**src/rtl/fp_addsub_arbiter.sv**
```systemverilog
// Round-robin arbiter sharing a single fp_addsub_24 unit among N_REQ requesters.
// One operation in flight; the result/status is routed back to the granted requester.
module fp_addsub_arbiter #(
  parameter int N_REQ   = 4,
  parameter int WIDTH   = 24,
  parameter int STAT_W  = 8,
  parameter int TIMEOUT = 64,
  localparam int ID_W   = (N_REQ > 1) ? $clog2(N_REQ) : 1,
  localparam int CNT_W  = (TIMEOUT > 1) ? $clog2(TIMEOUT + 1) : 1
) (
  input  logic                   clock,
  input  logic                   reset,
  input  logic [N_REQ-1:0]       req,
  input  logic [N_REQ*WIDTH-1:0] req_a,
  input  logic [N_REQ*WIDTH-1:0] req_b,
  input  logic [N_REQ-1:0]       req_op,
  output logic [N_REQ-1:0]       ack,
  output logic [N_REQ-1:0]       rsp_valid,
  output logic [ID_W-1:0]        rsp_id,
  output logic [WIDTH-1:0]       rsp_result,
  output logic [STAT_W-1:0]      rsp_status,
  output logic                   rsp_timeout,
  output logic                   busy,
  output logic [WIDTH-1:0]       fu_a,
  output logic [WIDTH-1:0]       fu_b,
  output logic                   fu_op,
  output logic                   fu_enable,
  input  logic [WIDTH-1:0]       fu_result,
  input  logic [STAT_W-1:0]      fu_status,
  input  logic                   fu_done
);

  typedef enum logic [1:0] {IDLE, ISSUE, WAIT, RESP} state_t;

  state_t           state, state_nxt;
  logic [ID_W-1:0]  ptr, cur_id, win, cand;
  logic             found;
  logic [CNT_W-1:0] cnt;
  logic             timeout_hit;

  // First pending request at or above ptr, wrapping around.
  always_comb begin
    found = 1'b0;
    win   = '0;
    cand  = '0;
    for (int k = 0; k < N_REQ; k++) begin
      cand = ID_W'((int'(ptr) + k) % N_REQ);
      if (!found && req[cand]) begin
        found = 1'b1;
        win   = cand;
      end
    end
  end

  assign timeout_hit = (TIMEOUT != 0) && (cnt == CNT_W'(TIMEOUT - 1));

  always_ff @(posedge clock or posedge reset) begin
    if (reset) state <= IDLE;
    else       state <= state_nxt;
  end

  always_comb begin
    state_nxt = state;
    unique case (state)
      IDLE:    if (found) state_nxt = ISSUE;
      ISSUE:   state_nxt = WAIT;
      WAIT:    if (fu_done || timeout_hit) state_nxt = RESP;
      RESP:    state_nxt = IDLE;
      default: state_nxt = IDLE;
    endcase
  end

  always_ff @(posedge clock or posedge reset) begin
    if (reset) begin
      ack         <= '0;
      rsp_valid   <= '0;
      rsp_id      <= '0;
      rsp_result  <= '0;
      rsp_status  <= '0;
      rsp_timeout <= 1'b0;
      busy        <= 1'b0;
      fu_a        <= '0;
      fu_b        <= '0;
      fu_op       <= 1'b0;
      fu_enable   <= 1'b0;
      ptr         <= '0;
      cur_id      <= '0;
      cnt         <= '0;
    end else begin
      ack       <= '0;
      rsp_valid <= '0;
      busy      <= (state_nxt != IDLE);
      unique case (state)
        IDLE: if (found) begin
          ack    <= N_REQ'(1) << win;
          fu_a   <= req_a[win*WIDTH +: WIDTH];
          fu_b   <= req_b[win*WIDTH +: WIDTH];
          fu_op  <= req_op[win];
          cur_id <= win;
          ptr    <= (int'(win) == N_REQ - 1) ? '0 : win + ID_W'(1);
        end
        ISSUE: begin
          fu_enable <= 1'b1;
          cnt       <= '0;
        end
        WAIT: begin
          cnt <= cnt + CNT_W'(1);
          // Response fields are loaded on the WAIT exit edge so they are
          // already valid during the RESP cycle.
          if (fu_done) begin
            rsp_result  <= fu_result;
            rsp_status  <= fu_status;
            rsp_timeout <= 1'b0;
            rsp_id      <= cur_id;
            rsp_valid   <= N_REQ'(1) << cur_id;
            fu_enable   <= 1'b0;
          end else if (timeout_hit) begin
            rsp_result  <= '0;
            rsp_status  <= '0;
            rsp_timeout <= 1'b1;
            rsp_id      <= cur_id;
            rsp_valid   <= N_REQ'(1) << cur_id;
            fu_enable   <= 1'b0;
          end
        end
        RESP:    ;
        default: ;
      endcase
    end
  end

endmodule

```
**config.mk**
```make
export PLATFORM = sky130hd
export DESIGN_NAME = fp_addsub_arbiter
export DESIGN_NICKNAME = d
export VERILOG_FILES = /design/src/rtl/fp_addsub_arbiter.sv
export SDC_FILE = /design/constraint.sdc
export NUM_CORES = 1
export LEC_CHECK = 0
export CAP_MARGIN = 25
export CORE_ASPECT_RATIO = 1.4
export CORE_MARGIN = 8
export CORE_UTILIZATION = 40
export CTS_CLUSTER_DIAMETER = 100
export CTS_CLUSTER_SIZE = 14
export DETAILED_ROUTE_END_ITERATION = 12
export GPL_TIMING_DRIVEN = 0
export PLACE_DENSITY = 0.89
export SYNTH_ARGS = -nofsm -noshare
export SYNTH_HDL_FRONTEND = slang
export SYNTH_SLANG_ARGS = --single-unit
```
**constraint.sdc**
```tcl
create_clock -name clock -period 5.49 [get_ports clock]
set_clock_uncertainty 0.15 [all_clocks]
set_input_delay 0.8235 -clock clock [delete_from_list [all_inputs] [get_ports clock]]
set_output_delay 0.8235 -clock clock [all_outputs]
set_load 0.01 [all_outputs]
```
# Yosys cells after proc, flatten, opt, wreduce, memory -nomap -nowiden
# Cells that the tools add are included.
# totals
reg_bits	107
in_bits	235
output_inout_bits	94
word_cells	89
# classes
n_addsub	5
mul	1
order_cmp	5
n_eq_ne	6
n_shift	4
n_mux	39
reduce_logical	14
# op_table
cell	n
96-bit by 8-bit variable part select with 24-bit output	2
24-bit two-way mux	2
4-bit two-way mux	5
2-bit two-way mux	9
8-bit two-way mux	2
2-bit by 3-bit less-than comparator with 1-bit output, second input constant	5
7-bit one-hot mux with 2 select lines	1
1-bit two-way mux	13
1-bit binary-select mux with 2-bit select	5
2-bit one-hot mux with 4 select lines	1
1-bit by 2-bit left shift with 4-bit output, first input constant	2
7-bit by 1-bit adder with 7-bit output, second input constant	1
7-bit by 6-bit == test with 1-bit output, second input constant	1
2-bit AND reduction	3
2-bit nonzero test	3
2-bit by 1-bit adder with 2-bit output, second input constant	2
2-bit adder, second input constant	2
2-bit by 1-bit == test with 1-bit output, second input constant	2
2-bit == test, second input constant	2
2-bit by 2-bit multiplier with 4-bit output, second input constant	1
1-bit logical AND	3
1-bit logical NOT	3
3-bit inequality test, second input constant	1
2-bit logical NOT	1
2 further kinds	2

# Depth between registers and ports, before layout
# Gate-level depths: netlist of run 1.
# depth
depth_word	15
ltp_mapped	8
mapped_depth_nobuf	6

# Worst setup path after synthesis of run 1
# Ideal clock, no wire load.
# synth_timing
path_kind	input -> register
start	input req[1]
end	register fu_a[0]
arrival_time_ns	1.894
required_time_ns	5.212
setup_slack_ns	3.318
stages	6
path_buffers	2
path_cell_list	or3_4 o21a_1 buf_2 clkbuf_1 nor2_1 o22ai_1
# synth_via
elab_chain_cells	14
# synth_rtl
item	line	text
from (decl)	13	input logic [N_REQ-1:0] req,
1-bit binary-select mux with 2-bit select	48	if (!found && req[cand]) begin
1-bit two-way mux (implied by the code)	48	
1-bit two-way mux	48	
1-bit logical NOT	48	
1-bit logical AND	48	
1-bit two-way mux	48	
1-bit logical NOT	48	
1-bit logical AND	48	
1-bit two-way mux	48	
1-bit logical NOT	48	
1-bit logical AND	48	
2-bit two-way mux	48	
2-bit by 2-bit multiplier with 4-bit output	96	fu_a <= req_a[win*WIDTH +: WIDTH];
96-bit by 8-bit variable part select with 24-bit output	96	
to (signal assigned)	96	
to (decl)	24	output logic [WIDTH-1:0] fu_a,
# Several ways; a longest one is shown, not always the timed one. The select of a mux whose other input is x is not followed.
# A chain may end at the register's enable or synchronous reset.

# Final worst setup path of run 1
# layout_timing
start	input req[3]
end	register fu_b[0]
# layout_via
elab_chain_cells	14
# layout_rtl
item	line	text
1-bit binary-select mux with 2-bit select	48	
1-bit two-way mux (implied by the code)	48	
1-bit two-way mux	48	
1-bit logical NOT	48	
1-bit logical AND	48	
1-bit two-way mux	48	
1-bit logical NOT	48	
1-bit logical AND	48	
1-bit two-way mux	48	
1-bit logical NOT	48	
1-bit logical AND	48	
2-bit two-way mux	48	
2-bit by 2-bit multiplier with 4-bit output	97	fu_b <= req_b[win*WIDTH +: WIDTH];
96-bit by 8-bit variable part select with 24-bit output	97	
to (signal assigned)	97	
to (decl)	25	output logic [WIDTH-1:0] fu_b,
# Several ways; a longest one is shown, not always the timed one. The select of a mux whose other input is x is not followed.

==> results.toml, run 1 <==
[status]
result_of_the_run = "complete, no violations"

[floorplan]
boundaryPins = 329
floorplan.initialDensity = 0.409
dieWidth_um = 113
die_y_um = 152
area_of_the_die_um2 = 17100
core_area_um2 = 12900
fp-row-count = 49

[placed_design]
detailedPlacementHpwl_mm = 17.7
pre_cts_ws_ns = 2.49
placer_congestion = 0.872
io_buffers = 328

[sta]
part_of_the_cycle_the_worst_path_needs = 0.488
timing.final.ws_setup_ns = 2.81
finalSetupViolations = 0
post-route-min-period_ns = 2.68
setup-tns-final_ns = 0
fmax_ghz = 0.373
slew-limit-headroom = 0.524
grt_setup_unrepaired = "no"
worst_margin_slew_ns = 0.714
number_of_failing_hold_endpoints_at_the_final_stage = 0
timing_max_transition_violations_final = 0

[drt]
initialDrtViolationCount = 289
routed_len_inst_um = 22.5
route.detailed.drc = 0
detail_route.vias_per_cell = 5.74
detailedRoute.firstPassIterationCount = 5
final_antenna_net_count = 0
routed-via-count = 5550
drt_wl_total_mm = 21.7

[global_routing]
global_route.usage.total = 0.247
via_count_of_the_first_global_routing_pass = 6109
grt_antenna_before_repair = 0
grt_max_degree = 56
first_pass_grt_wire_length_mm = 32.8
grt_overflow = 0

[cells_and_area]
area_growth_synth_to_finish_pct = 72.5
inserted_diodes = 0
final.fill_count = 924
final_nets = 1049
drive_gt1_frac = 0.0713

[setup_path]
worst-r2r-setup-slack_ns = 3.32
timing_worst_setup_path_type = "primary input to flip-flop"
cp-end-kind = "flip-flop"
startpoint_type = "primary input"
worstPathMaxFanout = 10
timing.critical_path.required_ns = 5.57
critical_path_arrival_ns = 2.76

[cts]
cts_made_buffers = 9
clock_slew_at_reported_path_ffs_ns = 0.08
worst_skew_pair_later_pin_latency_ns = 0.34
cts_tree = "yes"
cts_hold_buffers = 0
cts-root-buf = "sky130_fd_sc_hd__clkbuf_16"
cts_num_sinks = 107
postCtsSetupBuffers = 0
htreeDepth = 3
cts.repair.resized = 0
cts-root-to-sink-buffers = 2

[synth]
synth-edff-count = 0
synth.net_count = 709
asyncSetResetFlopFracSynth = 1.00
postSynthCellCount = 469
synth.yosys.warnings = 0
avgSynthCellArea_um2 = 11.2
ys_seq_elements = 107
ys_dominant_reg_cell = "sky130_fd_sc_hd__dfrtp_1"
mappedNetlistArea_um2 = 5260
synth_seq_area_share = 0.509
synth.distinct_cells = 50

[hold_path]
worst_hold_path_type = "flip-flop to flip-flop"

[flow_run]
max_cap_violations = 0

[power_and_ir_drop]
leakagePower_nw = 3.77
irDropWorstVdd_v = 0.000244
power_density_nw_per_um2 = 497
==> critical path, stage by stage <==
cell,delay (ns)
sky130_fd_sc_hd__clkdlybuf4s50_1,0.54
sky130_fd_sc_hd__or3_4,0.46
sky130_fd_sc_hd__o21a_1,0.18
sky130_fd_sc_hd__buf_2,0.18
sky130_fd_sc_hd__clkbuf_1,0.27
sky130_fd_sc_hd__nor2_1,0.20
sky130_fd_sc_hd__o22ai_1,0.10
==> per-stage QoR <==
stage / area (µm²) / utilization / power (mW) / hold WS, ns / std cells
after floorplan: 5260 / - / 2.63 / 0.324 / 469
after global placement: 8740 / 0.679 / 3.74 / 0.332 / 950
after detailed placement: 8770 / 0.681 / 3.84 / 0.332 / 951
after CTS: 9080 / 0.705 / 4.54 / 0.356 / 967
after global routing: 9080 / 0.705 / 4.78 / 0.378 / 967
final: 9080 / 0.705 / 4.51 / 0.349 / 967
==> per-layer routing <==
| layer | track usage | vias to the layer above | wire (µm) | part of all wire |
|---|---|---|---|---|
| li1 | - | 2477 | - | - |
| met1 | 0.246 | 2713 | 7410 | 0.34 |
| met2 | 0.461 | 314 | 11700 | 0.54 |
| met3 | 0.0833 | 46 | 1890 | 0.087 |
| met4 | 0.100 | 0 | 701 | 0.032 |
| met5 | 0 | - | 0 | 0 |
==> final timing paths <==
kind                                                  from                          to  cells past startpoint
worst min register to register  rsp_result[14]$_DFFE_PP0P_  rsp_result[14]$_DFFE_PP0P_                      1
worst min-delay path            rsp_result[14]$_DFFE_PP0P_  rsp_result[14]$_DFFE_PP0P_                      1
min in group asynchronous                            reset   rsp_result[3]$_DFFE_PP0P_                      2
max in group asynchronous                            reset          ptr[1]$_DFFE_PP0P_                      3
worst max-delay path                                req[3]         fu_b[0]$_DFFE_PP0P_                      7
worst max register to register          cnt[0]$_DFFE_PP0P_   rsp_status[1]$_DFFE_PP0P_                      6
==> cells in the final DEF (no fill, tap or decap), drive strengths merged <==
cell and instances:
xor2 1, nor3b 3, bufinv 1, nand4b 1, and3 1, a21oi 5
ha 5, o22a 1, o31ai 1, a31oi 1, and4b 1, nand2b 3
o22ai 50, a32o 2, dfrtp 107, a22o 32, clkbuf 29, and2 3
nand3 4, nand4 1, o21a 1, inv 8, o2bb2ai 1, mux2 2
or2 1, nor2 57, nand2 18, o311ai 1, nand3b 1, nor3 2
o21ai 11, a221oi 49, nor2b 2, clkdlybuf4s50 328, mux2i 50, clkinv 2
buf 26, or3 2
==> synthesized netlist by cell type, types with 3 or more instances <==
master / count / area, µm²
sky130_fd_sc_hd__buf_2: 17 / 85.1
sky130_fd_sc_hd__a221oi_1: 48 / 420
sky130_fd_sc_hd__and2_1: 3 / 18.8
sky130_fd_sc_hd__clkbuf_1: 18 / 67.6
sky130_fd_sc_hd__a21oi_1: 4 / 20.0
sky130_fd_sc_hd__inv_1: 6 / 22.5
sky130_fd_sc_hd__ha_1: 5 / 62.6
sky130_fd_sc_hd__dfrtp_1: 107 / 2680
sky130_fd_sc_hd__buf_12: 5 / 100
sky130_fd_sc_hd__a22o_1: 32 / 280
sky130_fd_sc_hd__nand2_1: 17 / 63.8
sky130_fd_sc_hd__mux2i_1: 50 / 500
sky130_fd_sc_hd__nor3b_1: 3 / 22.5
sky130_fd_sc_hd__o21ai_0: 8 / 40.0
sky130_fd_sc_hd__o22ai_1: 47 / 294
sky130_fd_sc_hd__nor2_1: 56 / 210
sky130_fd_sc_hd__o22ai_2: 3 / 37.5
sky130_fd_sc_hd__nand3_1: 3 / 15.0
==> power breakdown <==
group          switching (mW)  internal, mW  total (mW)
clock                   0.304         0.375       0.679
combinational            1.17          1.30        2.48
sequential              0.218          1.14        1.36
total                    1.69          2.82        4.51
==> cell families after synthesis <==
logic type | count (synthesis) | synth area share
flops | 107 | 0.509
simple gates | 100 | 0.0918
xor+xnor | 1 | 0.00166
buf+inv | 49 | 0.0573
mux | 52 | 0.0994
compound gates | 155 | 0.229
fa+ha+maj | 5 | 0.0119
==> sequential cells by signal, summed over array words and instances, names as in the netlist, 4 cells and up <==
| register | count |
|---|---|
| fu_a | 24 |
| fu_b | 24 |
| rsp_result | 24 |
| rsp_status | 8 |
| cnt | 7 |
| ack | 4 |
| rsp_valid | 4 |
==> area by class of cell <==
| type | instances | area (µm²) | share of cell area |
|---|---|---|---|
| buffer | 43 | 279 | 0.0307 |
| clock buffer | 11 | 243 | 0.0267 |
| clock inverter | 5 | 70.1 | 0.00772 |
| inverter | 6 | 25.0 | 0.00276 |
| multi-input combinational | 313 | 2280 | 0.252 |
| sequential | 107 | 2680 | 0.295 |
| tap | 153 | 191 | 0.0211 |
| timing repair buffer | 329 | 3310 | 0.365 |
Note: power is estimated with default switching activity, not from simulation.
==> inputs of run 2 (changes only) <==
Settings changed: CORE_UTILIZATION 40 to 37, PLACE_DENSITY 0.89 to 0.84.
Clock period 5.49 ns to 2.7 ns, I/O delays scaled along.
==> run 2 against run 1 <==
Against the previous run:
- final cell count is 3.4% higher
- clock power grew 96%
- register-to-register slack got worse by 2.9 ns
- first-iteration DRC count down 14%
- global-route usage is 1.7 points lower
- cell area rose by 0.51%
- total power grew 100%
- setup slack worse by 2.6 ns
- die area grew 7.1%
- hold slack worse by 0.054 ns
==> results.toml, run 2 (synthesis gave the netlist of run 1 again) <==
[status]
result_of_the_run = "complete, no violations"

[cts]
cts_num_sinks = 107
htreeDepth = 3
postCtsSetupBuffers = 0
cts.repair.resized = 0
clock_slew_at_reported_path_ffs_ns = 0.08
cts_tree = "yes"
cts-root-buf = "sky130_fd_sc_hd__clkbuf_16"
worst_skew_pair_later_pin_latency_ns = 0.35
cts_hold_buffers = 0
cts-root-to-sink-buffers = 2
cts_made_buffers = 9

[global_routing]
first_pass_grt_wire_length_mm = 32.0
global_route.usage.total = 0.229
via_count_of_the_first_global_routing_pass = 6014
grt_max_degree = 45
grt_overflow = 0
grt_antenna_before_repair = 0

[cells_and_area]
most-common-layout-cells = "sky130_fd_sc_hd__clkdlybuf4s50_1 (328), sky130_fd_sc_hd__dfrtp_1 (107), sky130_fd_sc_hd__nor2_1 (56)"
reg_top3 = "fu_a (24), fu_b (24), rsp_result (24)"
final.fill_count = 1097
layout_commonest_cell = "sky130_fd_sc_hd__clkdlybuf4s50_1"
final_nets = 1050
area_growth_synth_to_finish_pct = 73.4
drive_gt1_frac = 0.0736
inserted_diodes = 0

[hold_path]
worst_hold_path_type = "primary input to async pin"

[floorplan]
dieWidth_um = 117
core_area_um2 = 13900
die_y_um = 157
fp-row-count = 51
area_of_the_die_um2 = 18400
boundaryPins = 329
floorplan.initialDensity = 0.378

[power_and_ir_drop]
power_density_nw_per_um2 = 1000
totalPowerFinal_mw = 9.13
leakagePower_nw = 3.77
irDropWorstVdd_v = 0.000434

[drt]
detail_route.vias_per_cell = 5.48
detailedRoute.firstPassIterationCount = 4
initialDrtViolationCount = 248
routed_len_inst_um = 21.8
routed-via-count = 5477
final_antenna_net_count = 0
drt_wl_total_mm = 21.8
route.detailed.drc = 0

[sta]
part_of_the_cycle_the_worst_path_needs = 0.911
post-route-min-period_ns = 2.46
worst_margin_slew_ns = 0.549
slew-limit-headroom = 0.634
fmax_ghz = 0.406
timing.final.ws_setup_ns = 0.239
number_of_failing_hold_endpoints_at_the_final_stage = 0
setup-tns-final_ns = 0
finalSetupViolations = 0
grt_setup_unrepaired = "no"
timing_max_transition_violations_final = 0

[placed_design]
placer_congestion = 0.895
io_buffers = 328
detailedPlacementHpwl_mm = 18.0
pre_cts_ws_ns = -0.0650

[setup_path]
timing_worst_setup_path_type = "primary input to flip-flop"
worstPathMaxFanout = 10
timing.critical_path.required_ns = 2.77
critical_path_arrival_ns = 2.53
startpoint_type = "primary input"
cp-end-kind = "flip-flop"

[flow_run]
max_cap_violations = 0
run 2: area by class of cell:
| type | count | area (µm²) | area share |
|---|---|---|---|
| tap | 185 | 231 | 0.0254 |
| clock inverter | 7 | 80.1 | 0.00877 |
| inverter | 6 | 26.3 | 0.00288 |
| multi-input combinational | 313 | 2280 | 0.250 |
| clock buffer | 9 | 225 | 0.0247 |
| sequential | 107 | 2680 | 0.293 |
| timing repair buffer | 330 | 3320 | 0.364 |
| buffer | 43 | 279 | 0.0306 |
run 2: report_power, final:
part           switching, mW  internal [mW]
Sequential             0.424           2.32
Combinational           2.41           2.65
Clock                  0.669          0.663
Total                   3.50           5.64
run 2: worst max-delay path, stage by stage:
cell	delay, ns
sky130_fd_sc_hd__clkdlybuf4s50_1	0.55
sky130_fd_sc_hd__nor2b_1	0.22
sky130_fd_sc_hd__o21ai_0	0.10
sky130_fd_sc_hd__and3_1	0.20
sky130_fd_sc_hd__clkbuf_1	0.16
sky130_fd_sc_hd__buf_2	0.22
sky130_fd_sc_hd__a221oi_1	0.51
sky130_fd_sc_hd__o22ai_1	0.14
run 2: path summary, 6_finish.rpt:
check / cells past startpoint / slack (ns) / start / end
max in group asynchronous: 3 / 1.51 / reset / fu_a[13]$_DFFE_PP0P_
setup reg to reg: 7 / 0.40 / ptr[0]$_DFFE_PP0P_ / fu_b[16]$_DFFE_PP0P_
setup / recovery: 8 / 0.24 / req[2] / fu_b[16]$_DFFE_PP0P_
min in group clock: 1 / 0.36 / rsp_status[1]$_DFFE_PP0P_ / rsp_status[1]$_DFFE_PP0P_
hold / removal: 2 / 0.30 / reset / rsp_result[3]$_DFFE_PP0P_
hold reg to reg: 1 / 0.36 / rsp_status[1]$_DFFE_PP0P_ / rsp_status[1]$_DFFE_PP0P_
run 2: metal layers:
metal,wire (µm),global-route usage,up-vias
li1,-,-,2477
met1,7320,0.222,2678
met2,11700,0.417,268
met3,1850,0.0759,54
met4,853,0.120,0
met5,0,0,-
run 2: through the flow:
step           hold WS [ns]  utilization  std cells  instance area [µm²]
2_1_floorplan         0.324            -        469                 5270
3_3_place_gp          0.332        0.631        982                 8780
3_5_place_dp          0.335        0.634        984                 8820
4_1_cts               0.297        0.656       1000                 9130
5_1_grt               0.336        0.656       1000                 9130
6_report              0.296        0.656       1000                 9130
==> inputs of run 3 (changes only) <==
Settings changed: CAP_MARGIN 25 to not set, MAX_ROUTING_LAYER set to met4.
==> run 3 against run 2 <==
Against the previous run:
- combinational power barely moved
- register-to-register slack improved by 0.03 ns
- cell area about the same
- critical path type unchanged
- critical endpoint is now fu_b[17]$_DFFE_PP0P_
- highest routed layer unchanged
==> results.toml, run 3 (synthesis gave the netlist of run 1 again) <==
[status]
result_of_the_run = "complete, no violations"

[cells_and_area]
final_cell_area_um2 = 9130
reg_top3 = "fu_a (24), fu_b (24), rsp_result (24)"
layout_commonest_cell = "sky130_fd_sc_hd__clkdlybuf4s50_1"
finish.utilization = 0.656
final.fill_count = 1119
most-common-layout-cells = "sky130_fd_sc_hd__clkdlybuf4s50_1 (328), sky130_fd_sc_hd__dfrtp_1 (107), sky130_fd_sc_hd__nor2_1 (56)"
drive_gt1_frac = 0.0736
post_layout_nonfiller_instances = 1000
inserted_diodes = 0
area_growth_synth_to_finish_pct = 73.4
final_nets = 1050

[power_and_ir_drop]
pwr-share-clk = 0.149
leakagePower_nw = 3.77
power.share.combinational = 0.552
power.sequential.fraction = 0.299
totalPowerFinal_mw = 9.18
p_sw_frac = 0.378
power.switching_mw = 3.48
power_density_nw_per_um2 = 1010
irDropWorstVdd_v = 0.000453
cell_internal_pwr_mw = 5.71

[drt]
routed_len_inst_um = 22.0
detail_route.vias_per_cell = 5.51
drt_wl_total_mm = 22.0
route.detailed.drc = 0
routed-via-count = 5505
final_antenna_net_count = 0
detailedRoute.firstPassIterationCount = 4
initialDrtViolationCount = 279

[sta]
post-route-min-period_ns = 2.42
final.hold.worst_slack_ns = 0.287
number_of_failing_hold_endpoints_at_the_final_stage = 0
part_of_the_cycle_the_worst_path_needs = 0.895
timing_max_transition_violations_final = 0
fmax_ghz = 0.414
grt_setup_unrepaired = "no"
slew-limit-headroom = 0.630
finalSetupViolations = 0
worst_margin_slew_ns = 0.555

[setup_path]
timing.critical_path.required_ns = 2.76
cp.buffers_inverters = 3
worstSetupStartpoint = "req[2]"
timing_worst_setup_path_type = "primary input to flip-flop"
worstPathMaxFanout = 10
cpMaxStageDelayCell = "sky130_fd_sc_hd__clkdlybuf4s50_1"
worst_path_dominant_cell_family = "buffers and inverters"
rr_startpoint = "ptr[0]$_DFFE_PP0P_"
cp-end-kind = "flip-flop"
ordered_cell_list_for_the_critical_path = "clkdlybuf4s50_1, nor2b_1, o21ai_0, and3_1, clkbuf_1, buf_2, a221oi_1, o22ai_1"
critical-path-max-stage-delay_ns = 0.55
startpoint_type = "primary input"
critical_path_arrival_ns = 2.48

[floorplan]
dieWidth_um = 117
core_area_um2 = 13900
area_of_the_die_um2 = 18400
boundaryPins = 329
fp-row-count = 51
die_y_um = 157
floorplan.initialDensity = 0.378

[placed_design]
postPlaceCellArea_um2 = 8820
placer_congestion = 0.910
io_buffers = 328
placed_cells_incl_taps = 984
detailedPlacementHpwl_mm = 18.0

[global_routing]
grt_antenna_before_repair = 0
via_count_of_the_first_global_routing_pass = 6039
first_pass_grt_wire_length_mm = 32.3
global_route.usage.total = 0.240
grt_max_degree = 46
grt_overflow = 0

[cts]
cts_made_buffers = 9
worst_skew_pair_later_pin_latency_ns = 0.35
cts-root-to-sink-buffers = 2
postCtsSetupBuffers = 0
cts_hold_buffers = 0
htreeDepth = 3
cts_tree = "yes"
cts-root-buf = "sky130_fd_sc_hd__clkbuf_16"
cts_num_sinks = 107
cts.repair.resized = 0
clock_slew_at_reported_path_ffs_ns = 0.08

[hold_path]
worst_hold_path_type = "primary input to async pin"

[flow_run]
max_cap_violations = 0
-- run 3: cell types whose count changed in the layout (fill, tap and decap cells not counted), sizes merged --
cell,delta
bufinv,+1
inv,-1
-- run 3: routing by layer --
metal,track usage,share of wire,vias to the layer above
met4,0.123,0.044,0
li1,-,-,2482
met5,-,0,-
met2,0.420,0.53,274
met1,0.239,0.34,2687
met3,0.0637,0.077,62
-- run 3: through the flow --
stage	TNS, ns	setup slack (ns)
4_1_cts	0	0.329
6_report	0	0.285
3_3_place_gp	-13.39	-0.136
2_1_floorplan	0	0.836
3_5_place_dp	-0.0431	-0.0363
5_1_grt	0	0.244
-- run 3: power groups by stage --
| stage | Clock [mW] | Sequential (mW) | Combinational [mW] |
|---|---|---|---|
| floorplan | 0 | 3.02 | 2.33 |
| global placement | 0 | 2.73 | 4.92 |
| detailed placement | 0 | 2.77 | 5.08 |
| CTS | 1.39 | 2.74 | 5.11 |
| global route | 1.44 | 2.83 | 5.42 |
| finish | 1.37 | 2.75 | 5.07 |
-- run 3: final cells by class --
class	instances	area (µm²)	area share
well taps	185	231	0.0254
clock buffers	9	225	0.0247
multi-input cells	313	2280	0.250
plain buffers	43	279	0.0306
clock inverters	7	82.6	0.00904
flip-flops and latches	107	2680	0.293
inverters	6	26.3	0.00288
repair buffers	330	3320	0.364
-- run 3: worst paths after layout --
| check | slack (ns) | cells after the start | end |
|---|---|---|---|
| max | 0.28 | 8 | fu_b[17]$_DFFE_PP0P_ |
| min | 0.29 | 2 | rsp_result[8]$_DFFE_PP0P_ |
| max reg2reg | 0.43 | 7 | fu_b[17]$_DFFE_PP0P_ |
| min reg2reg | 0.35 | 1 | rsp_result[22]$_DFFE_PP0P_ |
| max in group asynchronous | 1.54 | 3 | state[1]$_DFF_PP0_ |
| min in group clock | 0.35 | 1 | rsp_result[22]$_DFFE_PP0P_ |
